`config.mk`:
```
export PLATFORM = sky130hd
export DESIGN_NAME = mdio_master
export DESIGN_NICKNAME = d
export VERILOG_FILES = /design/src/rtl/mdio_master.sv
export SDC_FILE = /design/constraint.sdc
export NUM_CORES = 1
export LEC_CHECK = 0
export ABC_AREA = 1
export CORE_ASPECT_RATIO = 1.1
export CORE_MARGIN = 1.5
export CORE_UTILIZATION = 45
export DETAILED_ROUTE_END_ITERATION = 8
export MAX_ROUTING_LAYER = met4
export PLACE_DENSITY = 0.65
export RECOVER_POWER = 50
export SLEW_MARGIN = 20
export SYNTH_ARGS = -nofsm -noshare
export SYNTH_HDL_FRONTEND = slang
export SYNTH_SLANG_ARGS = --single-unit
```
`constraint.sdc`:
```
create_clock -name clk -period 2.9 [get_ports clk]
set_input_delay 0.58 -clock clk [delete_from_list [all_inputs] [get_ports clk]]
set_output_delay 0.58 -clock clk [all_outputs]
set_load 0.01 [all_outputs]
```
`src/rtl/mdio_master.sv`:
```
// MDIO management master: serialises one Clause 22 / Clause 45 frame per
// accepted request, generates a frame-gated MDC and returns read data.
module mdio_master #(
   parameter int DIV          = 16,
   parameter int PRE_LEN      = 32,
   parameter int SUPPRESS_PRE = 0
) (
   input  logic        clk,
   input  logic        rst_n,
   output logic        mdc_o,
   input  logic        mdio_i,
   output logic        mdio_o,
   output logic        mdio_oe,
   input  logic        req_valid,
   output logic        req_ready,
   input  logic [1:0]  req_st,
   input  logic [1:0]  req_op,
   input  logic [4:0]  req_phy,
   input  logic [4:0]  req_reg,
   input  logic [15:0] req_data,
   output logic        rsp_valid,
   output logic [15:0] rsp_data,
   output logic        busy
);

   localparam int P  = (SUPPRESS_PRE != 0) ? 0 : PRE_LEN;
   localparam int PW = $clog2(DIV);

   localparam logic [PW-1:0] PH_LAST = PW'(DIV - 1);
   localparam logic [PW-1:0] PH_RISE = PW'(DIV / 2 - 1);
   localparam logic [PW-1:0] PH_HALF = PW'(DIV / 2);

   // Frame-absolute index of the last bit of each section
   localparam logic [5:0] B_PRE  = 6'((P > 0) ? P - 1 : 0);
   localparam logic [5:0] B_HDR  = 6'(P + 13);
   localparam logic [5:0] B_TA   = 6'(P + 15);
   localparam logic [5:0] B_DATA = 6'(P + 31);

   typedef enum logic [2:0] {S_IDLE, S_PRE, S_HDR, S_TA, S_DATA, S_DONE} state_t;

   state_t        state, state_nxt;
   logic [PW-1:0] ph;
   logic [5:0]    bidx;
   logic          armed;
   logic          is_rd;
   logic [31:0]   sh;
   logic [15:0]   rd_sh;
   logic          active, accept, bit_end, rd_frame, last_data;

   assign active    = (state == S_PRE) || (state == S_HDR) || (state == S_TA) || (state == S_DATA);
   assign req_ready = armed && ((state == S_IDLE) || (state == S_DONE));
   assign accept    = req_valid && req_ready;
   assign bit_end   = active && (ph == PH_LAST);
   assign last_data = (state == S_DATA) && bit_end && (bidx == B_DATA);
   assign rd_frame  = ((req_st == 2'b01) && (req_op == 2'b10)) ||
                      ((req_st == 2'b00) && req_op[1]);

   always_ff @(posedge clk or negedge rst_n) begin
      if (!rst_n) begin
         state <= S_IDLE;
      end else begin
         state <= state_nxt;
      end
   end

   always_comb begin
      state_nxt = state;
      case (state)
         S_IDLE, S_DONE: state_nxt = accept ? ((P > 0) ? S_PRE : S_HDR) : S_IDLE;
         S_PRE:          if (bit_end && (bidx == B_PRE))  state_nxt = S_HDR;
         S_HDR:          if (bit_end && (bidx == B_HDR))  state_nxt = S_TA;
         S_TA:           if (bit_end && (bidx == B_TA))   state_nxt = S_DATA;
         S_DATA:         if (bit_end && (bidx == B_DATA)) state_nxt = S_DONE;
         default:        state_nxt = S_IDLE;
      endcase
   end

   always_comb begin
      mdc_o     = active && (ph >= PH_HALF);
      busy      = active;
      mdio_o    = 1'b1;
      mdio_oe   = 1'b0;
      rsp_valid = 1'b0;
      case (state)
         S_PRE: mdio_oe = 1'b1;
         S_HDR: begin
            mdio_oe = 1'b1;
            mdio_o  = sh[31];
         end
         S_TA, S_DATA: begin
            mdio_oe = !is_rd;
            mdio_o  = is_rd ? 1'b1 : sh[31];
         end
         S_DONE: rsp_valid = 1'b1;
         default: ;
      endcase
   end

   always_ff @(posedge clk or negedge rst_n) begin
      if (!rst_n) begin
         ph       <= '0;
         bidx     <= '0;
         armed    <= 1'b0;
         rsp_data <= '0;
      end else begin
         armed <= 1'b1;
         if (accept) begin
            ph   <= '0;
            bidx <= '0;
         end else if (active) begin
            ph <= bit_end ? '0 : ph + 1'b1;
            if (bit_end) bidx <= bidx + 1'b1;
         end
         // Final read sample lands mid-bit, so rd_sh is complete at the last bit edge
         if (last_data) rsp_data <= is_rd ? rd_sh : 16'h0000;
      end
   end

   always_ff @(posedge clk) begin
      if (accept) begin
         sh    <= {req_st, req_op, req_phy, req_reg, 2'b10, req_data};
         is_rd <= rd_frame;
      end else if (bit_end && (state != S_PRE)) begin
         sh <= {sh[30:0], 1'b0};
      end
      // Sample on the edge that raises MDC
      if ((state == S_DATA) && (ph == PH_RISE)) rd_sh <= {rd_sh[14:0], mdio_i};
   end

endmodule

```
# Word-level counts from Yosys, hierarchy flattened
# Cells that the tools add are included.
# totals
elab_cells	79
output_inout_bits	22
inputBits	34
ff_bits	79
# classes
n_lt_le_gt_ge	1
n_reduce_logical	30
n_mux	19
n_eq_ne	18
addsub	2
# ops
op	count
32-bit two-way mux	2
6-bit == test, second input constant	3
6-bit two-way mux	3
16-bit two-way mux	1
3-bit case mux with 5 select lines	1
1-bit logical AND	14
3-bit two-way mux	4
4-bit two-way mux	3
2-bit by 1-bit != test with 1-bit output, second input constant	4
6-bit by 1-bit adder with 6-bit output, second input constant	1
3-bit by 2-bit == test with 1-bit output, second input constant	2
3-bit == test, second input constant	2
6-bit by 5-bit == test with 1-bit output, second input constant	1
2-bit nonzero test	3
2-bit OR reduction	3
1-bit logical OR	5
4-bit by 1-bit adder with 4-bit output, second input constant	1
4-bit by 3-bit == test with 1-bit output, second input constant	1
4-bit == test, second input constant	1
4-bit >= comparator, second input constant	1
1-bit case mux with 2 select lines	2
4-bit AND reduction	1
3-bit by 1-bit == test with 1-bit output, second input constant	1
3-bit logical NOT	1
7 further kinds	9

# Longest topological paths before layout
# logic_depth
word_depth	8
mapped_depth	10
mapped_depth_nobuf	10

# Least setup slack after synthesis
# Ideal clock, no wire load.
# synth_path
path_kind	reg-to-reg
start	register ph[0]
end	register rd_sh[0], enable pin
synth_period_minus_slack_ps	2212
stages_incl_launch_ff	4
arrival_time_ps	1803
setup_time_ps	409
setup_slack_ps	688
n_path_buf	0
required_time_ps	2491
path_cell_list	dfrtp_1 ha_1 nand2_1 nor3_1
# synth_via
elab_chain_len	2
# synth_lines
item	line_no	text
start, declared	42	logic [PW-1:0] ph;
start signal, assigned	111	ph <= bit_end ? '0 : ph + 1'b1;
4-bit by 3-bit == test with 1-bit output	127	if ((state == S_DATA) && (ph == PH_RISE)) rd_sh <= {rd_sh[14:0], mdio_i};
1-bit logical AND	127	
end signal, assigned	127	
end, declared	47	logic [15:0] rd_sh;
# Every way passes these cells.
# A chain may end at the register's enable or synchronous reset.

# Final worst setup path
# layout_path
start	register state[0]
end	output port mdc_o
# layout_via
elab_chain_len	5
elab_cells_between_ends	8
classes_between	4 x eq/ne; 4 x reduce/logical
# layout_lines
item	line_no	text
start, declared	41	state_t state, state_nxt;
start signal, assigned	62	state <= state_nxt;
3-bit by 1-bit == test with 1-bit output or 3-bit by 2-bit == test with 1-bit output (tied branches)	50	assign active = (state == S_PRE) || (state == S_HDR) || (state == S_TA) || (state == S_DATA);
1-bit logical OR (2 in a row)	50	
1-bit logical OR *	50	
1-bit logical AND *	79	mdc_o = active && (ph >= PH_HALF);
end, declared	10	output logic mdc_o,
# Every way passes the cells marked *; elsewhere a longest branch is shown, timed or not.

==> impl_metrics.yaml <==
run_status:
  status: "finished, violations left"
  violations: "capacitance limit, slew limit"
setup_path:
  ff2ff_setup_slack_ns: 0.80
  cp-start-kind: "flop"
  r2r_start: "state[0]"
  path_max_fanout: 12
  reg2regPathDepth: 6
  crit_required_ns: 2.32
  critical_path_class: "flop to output port"
  reg2reg_to: "sh[28]"
  critPathArrivalTime_ns: 2.01
  critPathCaptureType: "output port"
yosys:
  syn_avg_cell_area_um2: 11.6
  ys_types: 31
  synth_fa_ha_area_share_pct: 1.46
  yosys_most_used_dff: "edfxtp_1"
  syn_nets: 333
  yosys-top-cells-area: "edfxtp_1 (41%), dfrtp_1 (22%), nand2_1 (7.5%)"
  yosysTopAreaCell: "edfxtp_1"
  yosysWarningCount: 0
  netlist_area_um2: 3420
  synth_mux_area_share_pct: 0
  synth_top_area_share_pct: 41.2
  synth_compound_area_share_pct: 14.3
  synth_commonest_cells: "nand2_1 (68), edfxtp_1 (47), dfrtp_1 (30)"
  synth-seq-area-share_pct: 64.4
  synth_top_family_by_area: "compound AO/OA/AOI/OAI gates"
  synth-edff-count: 47
  synthArstFlopShare_pct: 38.0
  yosys.area_share.simple_pct: 14.3
  synth_xor_area_share_pct: 0.256
  synth.most_common_cell: "nand2_1"
  syn_inst: 295
  ys_ff_latch: 79
placement:
  dpl.hpwl_um: 4170
  dp_cells: 429
  portBuffers: 55
  gp_congestion: 0.768
die:
  fp.dieW_um: 86.1
  core_region_area_um2: 7430
  die_area_um2: 8140
  die_y_um: 94.5
  start_util_pct: 46.0
  row_count: 33
  ios: 56
power_and_ir_drop:
  irDropWorstVdd_uv: 269
  power.density_nw_per_um2: 515
  p_leak_nw: 1.73
global_route:
  grt_overflow: 0
  grtUsageTotal_pct: 16.9
  antenna_found_initial: 0
  grt_max_degree: 33
  grt_pass1_vias: 2294
  grt_pass1_wl_um: 10300
sta:
  whs_ns: 0.450
  max_slew_margin_pct: -12.1
  setup_viol: 0
  period_share_pct: 89.2
  setup-tns-final_ns: 0
  hold_viol_final: 0
  worstMarginPinSlew_ns: 1.68
  maxSlewViolCount: 31
  fin_crit_ns: 2.59
  finalClockSkew_ns: 0.00915
  rsz0062_at_grt: "no"
  max_freq_mhz: 387
finish:
  num-nets-final: 391
  stdcell_count: 445
  area_growth_pct: 24.4
  diodes: 0
  drive_gt1_share_pct: 12.0
  utilization_pct: 57.3
routing:
  wl_per_cell_um: 13.7
  postRouteAntennaNets: 0
  post-route-drc-count: 0
  dr.first_iter.drc_count: 105
  first_pass_iters: 5
  drt_wl_total_um: 6090
  vias_per_cell: 5.19
  vias: 2310
worst_hold_path:
  holdCritStartpoint: "rd_sh[1]"
  hold_path_class: "flop to flop"
  hold_path_depth: 0
  whs_endpoint: "rd_sh[2]"
cts:
  cts-root-buf: "clkbuf_8"
  cts.sinks: 79
  path_clk_slew_ns: 0.07
  clk_path_buf_depth: 2
  cts-buffers-inserted: 9
  cts_tree: "yes"
  cts_hold_buffers: 0
  clk_latency_ns: 0.34
  cts_max_level: 3
  post-cts-setup-buffer-count: 0
  cts_resized: 0
flow_run:
  maxCapViolations: 1
[critical path, cell delays in order (launching register included)]
cell and delay [ns]:
dfrtp_1 0.45, nor2_2 0.16, nand2_2 0.11, nand2_2 0.22
inv_1 0.10, nor2_1 0.10, clkdlybuf4s50_1 0.54
[kinds of logic (layout without fill, tap and decap cells)]
logic type                 Yosys count  in the layout
AOI/OAI and AO/OA                   64             64
xor gates and xnor gates             1              1
adders and majority gates            4              4
buffers and inverters               37            100
DFF                                 79             79
other                                1              1
and+or+nand+nor                    109            109
[layout by cell type (no fill, tap or decap), types with 3 or more instances in the layout]
cell type | synthesis | final
nand2_1 | 68 | 68
edfxtp_1 | 47 | 47
clkdlybuf4s50_1 | 0 | 40
dfrtp_1 | 30 | 30
a22o_1 | 27 | 27
inv_1 | 21 | 21
nand3_1 | 19 | 19
o21ai_2 | 16 | 16
dlygate4sd3_1 | 0 | 15
o21ai_0 | 12 | 13
nor2_1 | 11 | 12
clkbuf_8 | 0 | 9
a21oi_1 | 5 | 5
ha_1 | 4 | 4
clkbuf_1 | 2 | 4
bufinv_16 | 0 | 3
buf_4 | 1 | 3
[routing by layer]
layer  up-vias  share of wire [%]  wire length [um]  GRT usage, %
li1       1140                  -                 -             -
met1      1091                 46              2830          20.9
met2        75                 48              2940          27.3
met3         4                4.7               284          3.32
met4         0               0.64                39          6.99
met5         -                  0                 0             -
[per-stage QoR]
stage	setup WS (ns)	area, um^2	total power, mW
after floorplan	0.688	3420	1.21
after global routing	0.196	4260	2.26
after CTS	0.297	4270	2.22
after global placement	0.715	4040	1.26
final	0.314	4260	2.19
after detailed placement	0.674	4040	1.26
[worst max path at each step]
stage | startpoint | end | cells past startpoint
2_1_floorplan | ph[0] | rd_sh[0] | 3
3_3_place_gp | req_valid | sh[25] | 4
4_1_cts | state[0] | mdc_o | 6
6_report | state[0] | mdc_o | 6
5_1_grt | state[0] | mdc_o | 6
3_5_place_dp | req_valid | sh[28] | 4
[report_power, final]
group          internal [mW]  switching (mW)  total (mW)
Combinational         0.0384          0.0166      0.0550
Clock                  0.571           0.385       0.955
Sequential              1.18        0.000514        1.18
Total                   1.79           0.402        2.19
[final cells by class]
class | instances | area, um^2
Inverter | 23 | 86.3
Tap cell | 87 | 109
Timing Repair Buffer | 61 | 584
Sequential cell | 79 | 2200
Multi-Input combinational cell | 179 | 1040
Fill cell | 660 | 3180
Clock inverter | 6 | 110
Clock buffer | 10 | 128
[flip-flops by register name, summed over array words and instances (netlist names)]
name	count
sh	32
rd_sh	16
rsp_data	16
bidx	6
ph	4
state	3
armed	1
is_rd	1
Power figures use the tool's default switching activity.
